--- src/rtl/button_press_gen_pkg.sv ---
// Shared types and defaults for the button press generator.
// Holds the FSM state enum, default GAP/LEN_W and the length-0-as-1 rule.
package button_press_pkg;

  localparam int DEF_LEN_W = 8;
  localparam int DEF_GAP   = 2;

  typedef enum logic [1:0] {
    ST_IDLE  = 2'd0,
    ST_PRESS = 2'd1,
    ST_GAP   = 2'd2
  } state_e;

  // Effective press length: a request of 0 still yields one high cycle.
  function automatic int unsigned len_eff(int unsigned len);
    return (len == 32'd0) ? 32'd1 : len;
  endfunction

endpackage

--- src/rtl/button_press_gen_if.sv ---
// Request handshake plus generated button outputs.
// master: req_valid/req_len out; slave: req_ready, y, busy, done out.
interface button_press_gen_if
  import button_press_pkg::*;
#(
  parameter int LEN_W = DEF_LEN_W
);
  logic             req_valid;
  logic [LEN_W-1:0] req_len;
  logic             req_ready;
  logic             y;
  logic             busy;
  logic             done;

  modport master (
    output req_valid,
    output req_len,
    input  req_ready,
    input  y,
    input  busy,
    input  done
  );

  modport slave (
    input  req_valid,
    input  req_len,
    output req_ready,
    output y,
    output busy,
    output done
  );
endinterface

--- src/rtl/button_press_gen_req_buf.sv ---
// press_req_buf: one-entry valid/data holding register for a press length.
// Ports: clk, rst (sync, active-high), push/push_data, pop, valid/data.
module press_req_buf #(
  parameter int W = 8
) (
  input  logic         clk,
  input  logic         rst,
  input  logic         push,
  input  logic [W-1:0] push_data,
  input  logic         pop,
  output logic         valid,
  output logic [W-1:0] data
);
  logic         valid_q, valid_d;
  logic [W-1:0] data_q, data_d;

  always_comb begin
    valid_d = valid_q;
    data_d  = data_q;
    if (pop) valid_d = 1'b0;
    if (push) begin
      valid_d = 1'b1;
      data_d  = push_data;
    end
  end

  always_ff @(posedge clk) begin
    if (rst) begin
      valid_q <= 1'b0;
      data_q  <= '0;
    end else begin
      valid_q <= valid_d;
      data_q  <= data_d;
    end
  end

  assign valid = valid_q;
  assign data  = data_q;
endmodule

--- src/rtl/button_press_gen.sv ---
// Turns accepted press requests into a registered high pulse on y of the
// requested length, followed by GAP forced low cycles (done on the first).
// Ports: clk, rst (sync, active-high), bus (button_press_gen_if.slave):
//   req_valid/req_len/req_ready handshake, y, busy, done outputs.
// Macro BUTTON_PRESS_GEN_QUEUE_EN adds a one-entry buffer so a request
// taken during PRESS/GAP launches right at the end of GAP.
module button_press_gen
  import button_press_pkg::*;
#(
  parameter int LEN_W = DEF_LEN_W,
  parameter int GAP   = DEF_GAP
) (
  input  logic               clk,
  input  logic               rst,
  button_press_gen_if.slave  bus
);
  localparam int CNT_W = (LEN_W > 8) ? LEN_W : 8;
  typedef logic [CNT_W-1:0] cnt_t;
  localparam cnt_t GAP_LOAD = cnt_t'(GAP - 1);

  state_e           state_q, state_d;
  cnt_t             cnt_q, cnt_d;
  logic             y_q, y_d;
  logic             busy_q, busy_d;
  logic             done_q, done_d;
  logic             accept;
  logic             launch;
  logic [LEN_W-1:0] launch_len;
  logic             buf_valid;
  logic [LEN_W-1:0] buf_len;

`ifdef BUTTON_PRESS_GEN_QUEUE_EN
  logic buf_push, buf_pop;

  // In IDLE (buffer always empty there) or at a GAP end with an empty
  // buffer, the incoming request launches directly; otherwise it waits.
  assign buf_push = accept && !launch;
  assign buf_pop  = launch && buf_valid;

  press_req_buf #(
    .W (LEN_W)
  ) u_buf (
    .clk       (clk),
    .rst       (rst),
    .push      (buf_push),
    .push_data (bus.req_len),
    .pop       (buf_pop),
    .valid     (buf_valid),
    .data      (buf_len)
  );

  assign bus.req_ready = !buf_valid;
`else
  assign buf_valid     = 1'b0;
  assign buf_len       = '0;
  assign bus.req_ready = (state_q == ST_IDLE);
`endif

  assign accept = bus.req_valid && bus.req_ready;

  always_comb begin
    state_d    = state_q;
    cnt_d      = cnt_q;
    done_d     = 1'b0;
    launch     = 1'b0;
    launch_len = bus.req_len;
    unique case (state_q)
      ST_IDLE: begin
        if (accept) launch = 1'b1;
      end
      ST_PRESS: begin
        if (cnt_q == '0) begin
          state_d = ST_GAP;
          cnt_d   = GAP_LOAD;
          done_d  = 1'b1;
        end else begin
          cnt_d = cnt_q - 1'b1;
        end
      end
      ST_GAP: begin
        if (cnt_q == '0) begin
          if (buf_valid) begin
            launch     = 1'b1;
            launch_len = buf_len;
          end else if (accept) begin
            launch = 1'b1;
          end else begin
            state_d = ST_IDLE;
          end
        end else begin
          cnt_d = cnt_q - 1'b1;
        end
      end
      default: begin
        state_d = ST_IDLE;
        cnt_d   = '0;
      end
    endcase
    if (launch) begin
      state_d = ST_PRESS;
      cnt_d   = cnt_t'(len_eff(32'(launch_len)) - 32'd1);
    end
    y_d    = (state_d == ST_PRESS);
    busy_d = (state_d != ST_IDLE);
  end

  always_ff @(posedge clk) begin
    if (rst) begin
      state_q <= ST_IDLE;
      cnt_q   <= '0;
      y_q     <= 1'b0;
      busy_q  <= 1'b0;
      done_q  <= 1'b0;
    end else begin
      state_q <= state_d;
      cnt_q   <= cnt_d;
      y_q     <= y_d;
      busy_q  <= busy_d;
      done_q  <= done_d;
    end
  end

  assign bus.y    = y_q;
  assign bus.busy = busy_q;
  assign bus.done = done_q;
endmodule

--- src/flat_wrapper.sv ---
// flat-port wrapper written by rule: the top's interface ports become plain ports
module button_press_gen_flat import button_press_pkg::*;
#(
  parameter int LEN_W = DEF_LEN_W,
  parameter int GAP   = DEF_GAP
)
  (clk, rst, bus_req_valid, bus_req_len, bus_req_ready, bus_y, bus_busy, bus_done);
  button_press_gen_if #(.LEN_W(LEN_W)) bus_i ();
  input  logic clk;
  input  logic rst;
  input wire logic [$bits(bus_i.req_valid)-1:0] bus_req_valid;
  input wire logic [$bits(bus_i.req_len)-1:0] bus_req_len;
  output wire logic [$bits(bus_i.req_ready)-1:0] bus_req_ready;
  output wire logic [$bits(bus_i.y)-1:0] bus_y;
  output wire logic [$bits(bus_i.busy)-1:0] bus_busy;
  output wire logic [$bits(bus_i.done)-1:0] bus_done;
  assign bus_i.req_valid = bus_req_valid;
  assign bus_i.req_len = bus_req_len;
  assign bus_req_ready = bus_i.req_ready;
  assign bus_y = bus_i.y;
  assign bus_busy = bus_i.busy;
  assign bus_done = bus_i.done;
  button_press_gen #(.LEN_W(LEN_W), .GAP(GAP)) u_core (.clk(clk), .rst(rst), .bus(bus_i));
endmodule
--- config.mk ---
export PLATFORM = sky130hd
export DESIGN_NAME = button_press_gen_flat
export DESIGN_NICKNAME = d
export VERILOG_FILES = /design/src/rtl/button_press_gen_pkg.sv /design/src/rtl/button_press_gen_if.sv /design/src/rtl/button_press_gen_req_buf.sv /design/src/rtl/button_press_gen.sv /design/src/flat_wrapper.sv
export SDC_FILE = /design/constraint.sdc
export NUM_CORES = 1
export LEC_CHECK = 0
export ABC_AREA = 1
export BUFFER_PORTS_ARGS = -buffer_cell sky130_fd_sc_hd__buf_2
export CORE_ASPECT_RATIO = 1.1
export CORE_MARGIN = 4
export CORE_UTILIZATION = 45
export CTS_CLUSTER_SIZE = 12
export DETAILED_ROUTE_END_ITERATION = 8
export GPL_TIMING_DRIVEN = 1
export MAX_ROUTING_LAYER = met4
export PLACE_DENSITY = 0.76
export SETUP_SLACK_MARGIN = 0.5
export SYNTH_ARGS = -nofsm -noshare
export SYNTH_HDL_FRONTEND = slang
export SYNTH_SLANG_ARGS = --single-unit
--- constraint.sdc ---
create_clock -name clk -period 1.87 [get_ports clk]
set_clock_uncertainty 0.2 [all_clocks]
set_input_delay 0.561 -clock clk [delete_from_list [all_inputs] [get_ports clk]]
set_output_delay 0.561 -clock clk [all_outputs]
set_load 0.02 [all_outputs]
== After elaboration in Yosys (flattened, before gate mapping) ==
Cells that the tools add are included.

* Bits in registers: 13
* Input bits: 11
* Output and inout port bits: 4
* Logic and storage cells: 34

* Equality and inequality tests: 5
* Bitwise operators: 1
* Add/subtract/negate cells: 2
* Reductions and logical operators: 7
* Muxes and demuxes: 14

{| class="wikitable"
|+ Operators with widths
! cell !! count
|-
| $mux 8 || 4
|-
| $pmux 8 s3 || 1
|-
| $logic_not 8->1 || 2
|-
| $sub 8x1->8 const B || 2
|-
| $mux 2 || 4
|-
| $pmux 2 s3 || 1
|-
| $eq 2x1->1 const B || 2
|-
| $mux 1 || 3
|-
| $ne 3x2->1 const B || 1
|-
| $eq 2x2->1 const B || 1
|-
| $logic_not 2->1 || 1
|-
| $ne 2x2->1 const B || 1
|-
| $pmux 1 s2 || 1
|-
| $reduce_and 2->1 || 1
|-
| $reduce_bool 2->1 || 1
|-
| $reduce_or 2->1 || 1
|-
| $logic_and 1x1->1 || 1
|-
| $not 1->1 || 1
|}

== Logic depth before layout (Yosys ltp) ==
* Depth in word-level cells: 7
* Gate-level depth with buffers: 10

== Least setup slack after synthesis ==
No wires, ideal clock.

* Path kind: input -> register
* Start point: input bus_req_len[3]
* End point: register u_core.cnt_q[4]
* Cell stages on the path: 10
* Setup slack: 0.014 ns
* Arrival time: 1.590 ns
* Data required time: 1.604 ns
* Buffers on the path: 0
* Cells stage by stage: nor2_1 -> nand2_1 -> inv_1 -> a21oi_1 -> ha_1 -> nand2_1 -> nand2_1 -> a21oi_1 -> nor2_2 -> a21oi_2

* Word-level cells in the longest chain between the ends: 4

{| class="wikitable"
|+ RTL lines
! item !! RTL line !! RTL
|-
| start, declared || flat_wrapper.sv:12 || <nowiki>input wire logic [$bits(bus_i.req_len)-1:0] bus_req_len;</nowiki>
|-
| $logic_not 8->1 || button_press_gen_pkg.sv:16 || <nowiki>return (len == 32'd0) ? 32'd1 : len;</nowiki>
|-
| $mux 8 * || button_press_gen_pkg.sv:16 ||
|-
| $sub 8x1->8 * || button_press_gen.sv:101 || <nowiki>cnt_d = cnt_t'(len_eff(32'(launch_len)) - 32'd1);</nowiki>
|-
| $mux 8 * || button_press_gen.sv:99 || <nowiki>if (launch) begin</nowiki>
|-
| end signal, assigned || button_press_gen.sv:116 || <nowiki>cnt_q <= cnt_d;</nowiki>
|-
| end, declared || button_press_gen.sv:22 || <nowiki>cnt_t cnt_q, cnt_d;</nowiki>
|}

Mark *: on every way between the ends. The rest lies on a longest branch, timed or not.
A chain may end at the register's enable or synchronous reset.

== Final worst setup path ==
* Start point: register u_core.state_q[1]
* End point: output bus_req_ready

* Word-level cells in the longest chain between the ends: 1

{| class="wikitable"
|+ RTL lines
! item !! RTL line !! RTL
|-
| start, declared || button_press_gen.sv:21 || <nowiki>state_e state_q, state_d;</nowiki>
|-
| start signal, assigned || button_press_gen.sv:115 || <nowiki>state_q <= state_d;</nowiki>
|-
| $logic_not 2->1 || button_press_gen.sv:56 || <nowiki>assign bus.req_ready = (state_q == ST_IDLE);</nowiki>
|-
| end, declared || flat_wrapper.sv:13 || <nowiki>output wire logic [$bits(bus_i.req_ready)-1:0] bus_req_ready;</nowiki>
|}

Every way passes these cells.

==> flow_summary.json <==
{
  "antenna_found_initial": 0,
  "worstSetupEndpointType": "output port",
  "dr.first_iter.drc_count": 41,
  "p_seq_share_pct": 30.9,
  "peakVddDrop_v": 0.000449,
  "dieArea_mm2": 0.00329,
  "cts_made_buffers": 3,
  "grt_pass1_vias": 1295,
  "crit_arrival_ps": 1020,
  "port_buffers": 14,
  "synth_area_leader_cell": "dfxtp_1",
  "path_cells": "inv_4, ha_4, buf_6",
  "drive_gt1_share_pct": 52.5,
  "drt_wl_total_um": 3640,
  "globalplace.congestion": 0.875,
  "clk_path_buf_depth": 2,
  "comb_power_share_pct": 51.8,
  "regToRegSetupSlack_ps": 220,
  "worstRegToRegCells": 9,
  "min_period_ps": 1780,
  "clkTransAtPathRegs_ps": 100,
  "finalInstanceArea_mm2": 0.00179,
  "num_vias": 1287,
  "synth_area_leaders": "dfxtp_1 24%, nand2_1 14%, inv_1 11%, ha_1 8.0%, nand3_1 7.8%",
  "p_sw_uw": 470,
  "clk_latency_ps": 300,
  "grtUsageTotal_pct": 25.0,
  "syn2layout_area_growth_pct": 63.7,
  "post-dp-hpwl_um": 2170,
  "p_int_uw": 635,
  "grt_max_degree": 9,
  "maxCapViolations": 0,
  "ant_nets": 0,
  "yosysSeqAreaShare_pct": 23.8,
  "critPathMaxStageDelay_ps": 380,
  "synthesis.nets": 191,
  "cts_root_buf": "clkbuf_4",
  "clock-sinks": 13,
  "layout.nets": 236,
  "grt_pass1_wl_um": 5790,
  "hold_viol_final": 0,
  "wire_per_inst_um": 14.7,
  "overflow": 0,
  "placed_area_mm2": 0.00136,
  "power_density_mw_per_mm2": 617,
  "dieWidth_um": 55.0,
  "min_path_cells": 2,
  "first_pass_iters": 4,
  "required_ps": 1110,
  "drc": 0,
  "cp_top_family": "flip-flops",
  "rr_endpoint": "u_core.cnt_q[6]",
  "routed_via_density": 5.21,
  "path_max_fanout": 3,
  "swShare_pct": 42.5,
  "ys_warn_count": 0,
  "avgSynthCellArea_um2": 6.33,
  "yosysTopAreaCellShare_pct": 23.8,
  "p_leak_uw": 0.000844,
  "drv_slew": 0,
  "ios": 15,
  "tns_ps": 0,
  "crit_type": "reg2out",
  "hold_start": "rst",
  "cts_tree": "yes",
  "num_rows": 18,
  "slowest_stage": "dfxtp_2",
  "diodes": 0,
  "min_to": "u_core.bus.done",
  "pwr-share-clk_pct": 17.3,
  "rsz0062_at_grt": "yes",
  "fin_hold_ws_ps": 321,
  "start_util_pct": 48.1,
  "die_height_um": 59.7,
  "synth.distinct_cells": 22,
  "finalCritPeriodShare_pct": 95.1,
  "r2r-start": "u_core.state_q[1]",
  "cp-start-kind": "flip-flop",
  "htreeDepth": 1,
  "setup_viol": 0,
  "crit_buf_inv": 2,
  "ys_seq_elements": 13,
  "status": "completed",
  "power_uw": 1110,
  "fmax_mhz": 562,
  "hold_path_class": "in2reg",
  "synthesis.area_mm2": 0.00109,
  "max_slew_margin_pct": 82.9,
  "design.core.area_mm2": 0.00227,
  "syn_inst": 173,
  "worst_slew_pin_slew_ps": 256
}
-- power by group through the flow --
| stage | Sequential (uW) | Clock [uW] | Combinational, uW |
|---|---|---|---|
| detailed placement | 339 | 0 | 407 |
| finish | 341 | 191 | 573 |
| global placement | 338 | 0 | 396 |
| global route | 344 | 209 | 621 |
| floorplan | 342 | 0 | 304 |
| CTS | 338 | 187 | 511 |
-- Yosys cell counts, drive strengths merged --
master,n
nand3,18
a21oi,11
nand4,4
xor2,5
nor3,1
o21bai,1
dfxtp,13
nand3b,1
inv,32
o21ai,9
nor2,25
ha,7
nand2,46
-- how the worst max path moves through the flow --
stage          depth (start not counted)              start  slack, ps               to
4_1_cts                                3  u_core.state_q[0]        140    bus_req_ready
5_1_grt                                3  u_core.state_q[1]         60    bus_req_ready
2_1_floorplan                         10     bus_req_len[5]        120  u_core.cnt_q[6]
3_5_place_dp                          10     bus_req_len[3]       -140  u_core.cnt_q[4]
3_3_place_gp                          11     bus_req_len[5]        -50  u_core.cnt_q[6]
6_report                               3  u_core.state_q[1]         90    bus_req_ready
-- layer usage --
layer  routed length (um)  track usage, %  vias up
li1                     -               -      630
met1                 1490            28.0      586
met2                 1850            42.2       55
met3                  160            2.74       16
met4                  136            13.9        0
met5                    0               -        -
-- cell families after synthesis --
family / share of synthesized area, %
simple gates: 41.0
xor+xnor: 4.00
buf+inv: 11.0
flops: 23.8
fa+ha+maj: 8.00
compound gates: 12.2
-- cells in the final DEF, fill, tap and decap left out, drive strengths merged --
master	n
a21oi	11
buf	39
clkbuf	3
clkinv	1
dfxtp	13
ha	7
inv	32
nand2	46
nand3	18
nand3b	1
nand4	4
nor2	25
nor3	1
o21ai	10
o21bai	1
xor2	5
-- timing repair --
action,in CTS,in global routing
hold buffers,0,0
gates cloned,1,0
setup buffers,12,5
pin swaps,18,10
resized for setup,48,23
endpoints found under the setup margin,16,16
-- registers in the layout, indices dropped and copies added (netlist names) --
register and flops:
u_core.bus.busy 1, u_core.cnt_q 8, u_core.bus.y 1, u_core.state_q 2
u_core.bus.done 1
-- metrics by stage --
| step | util (%) | setup slack, ps | std cells |
|---|---|---|---|
| finish | 78.8 | 91.8 | 247 |
| global route | 78.8 | 59.4 | 247 |
| CTS | 73.3 | 136 | 242 |
| detailed placement | 59.9 | -140 | 225 |
| global placement | 59.9 | -51.1 | 225 |
| floorplan | - | 121 | 173 |
-- layout make-up --
class	count	area (um^2)
multi-input combinational	129	967
inverter	32	138
clock inverter	1	5.00
timing repair buffer	39	352
sequential	13	270
fill	152	483
clock buffer	3	22.5
tap	30	37.5
Note: power is estimated with default switching activity, not from simulation.
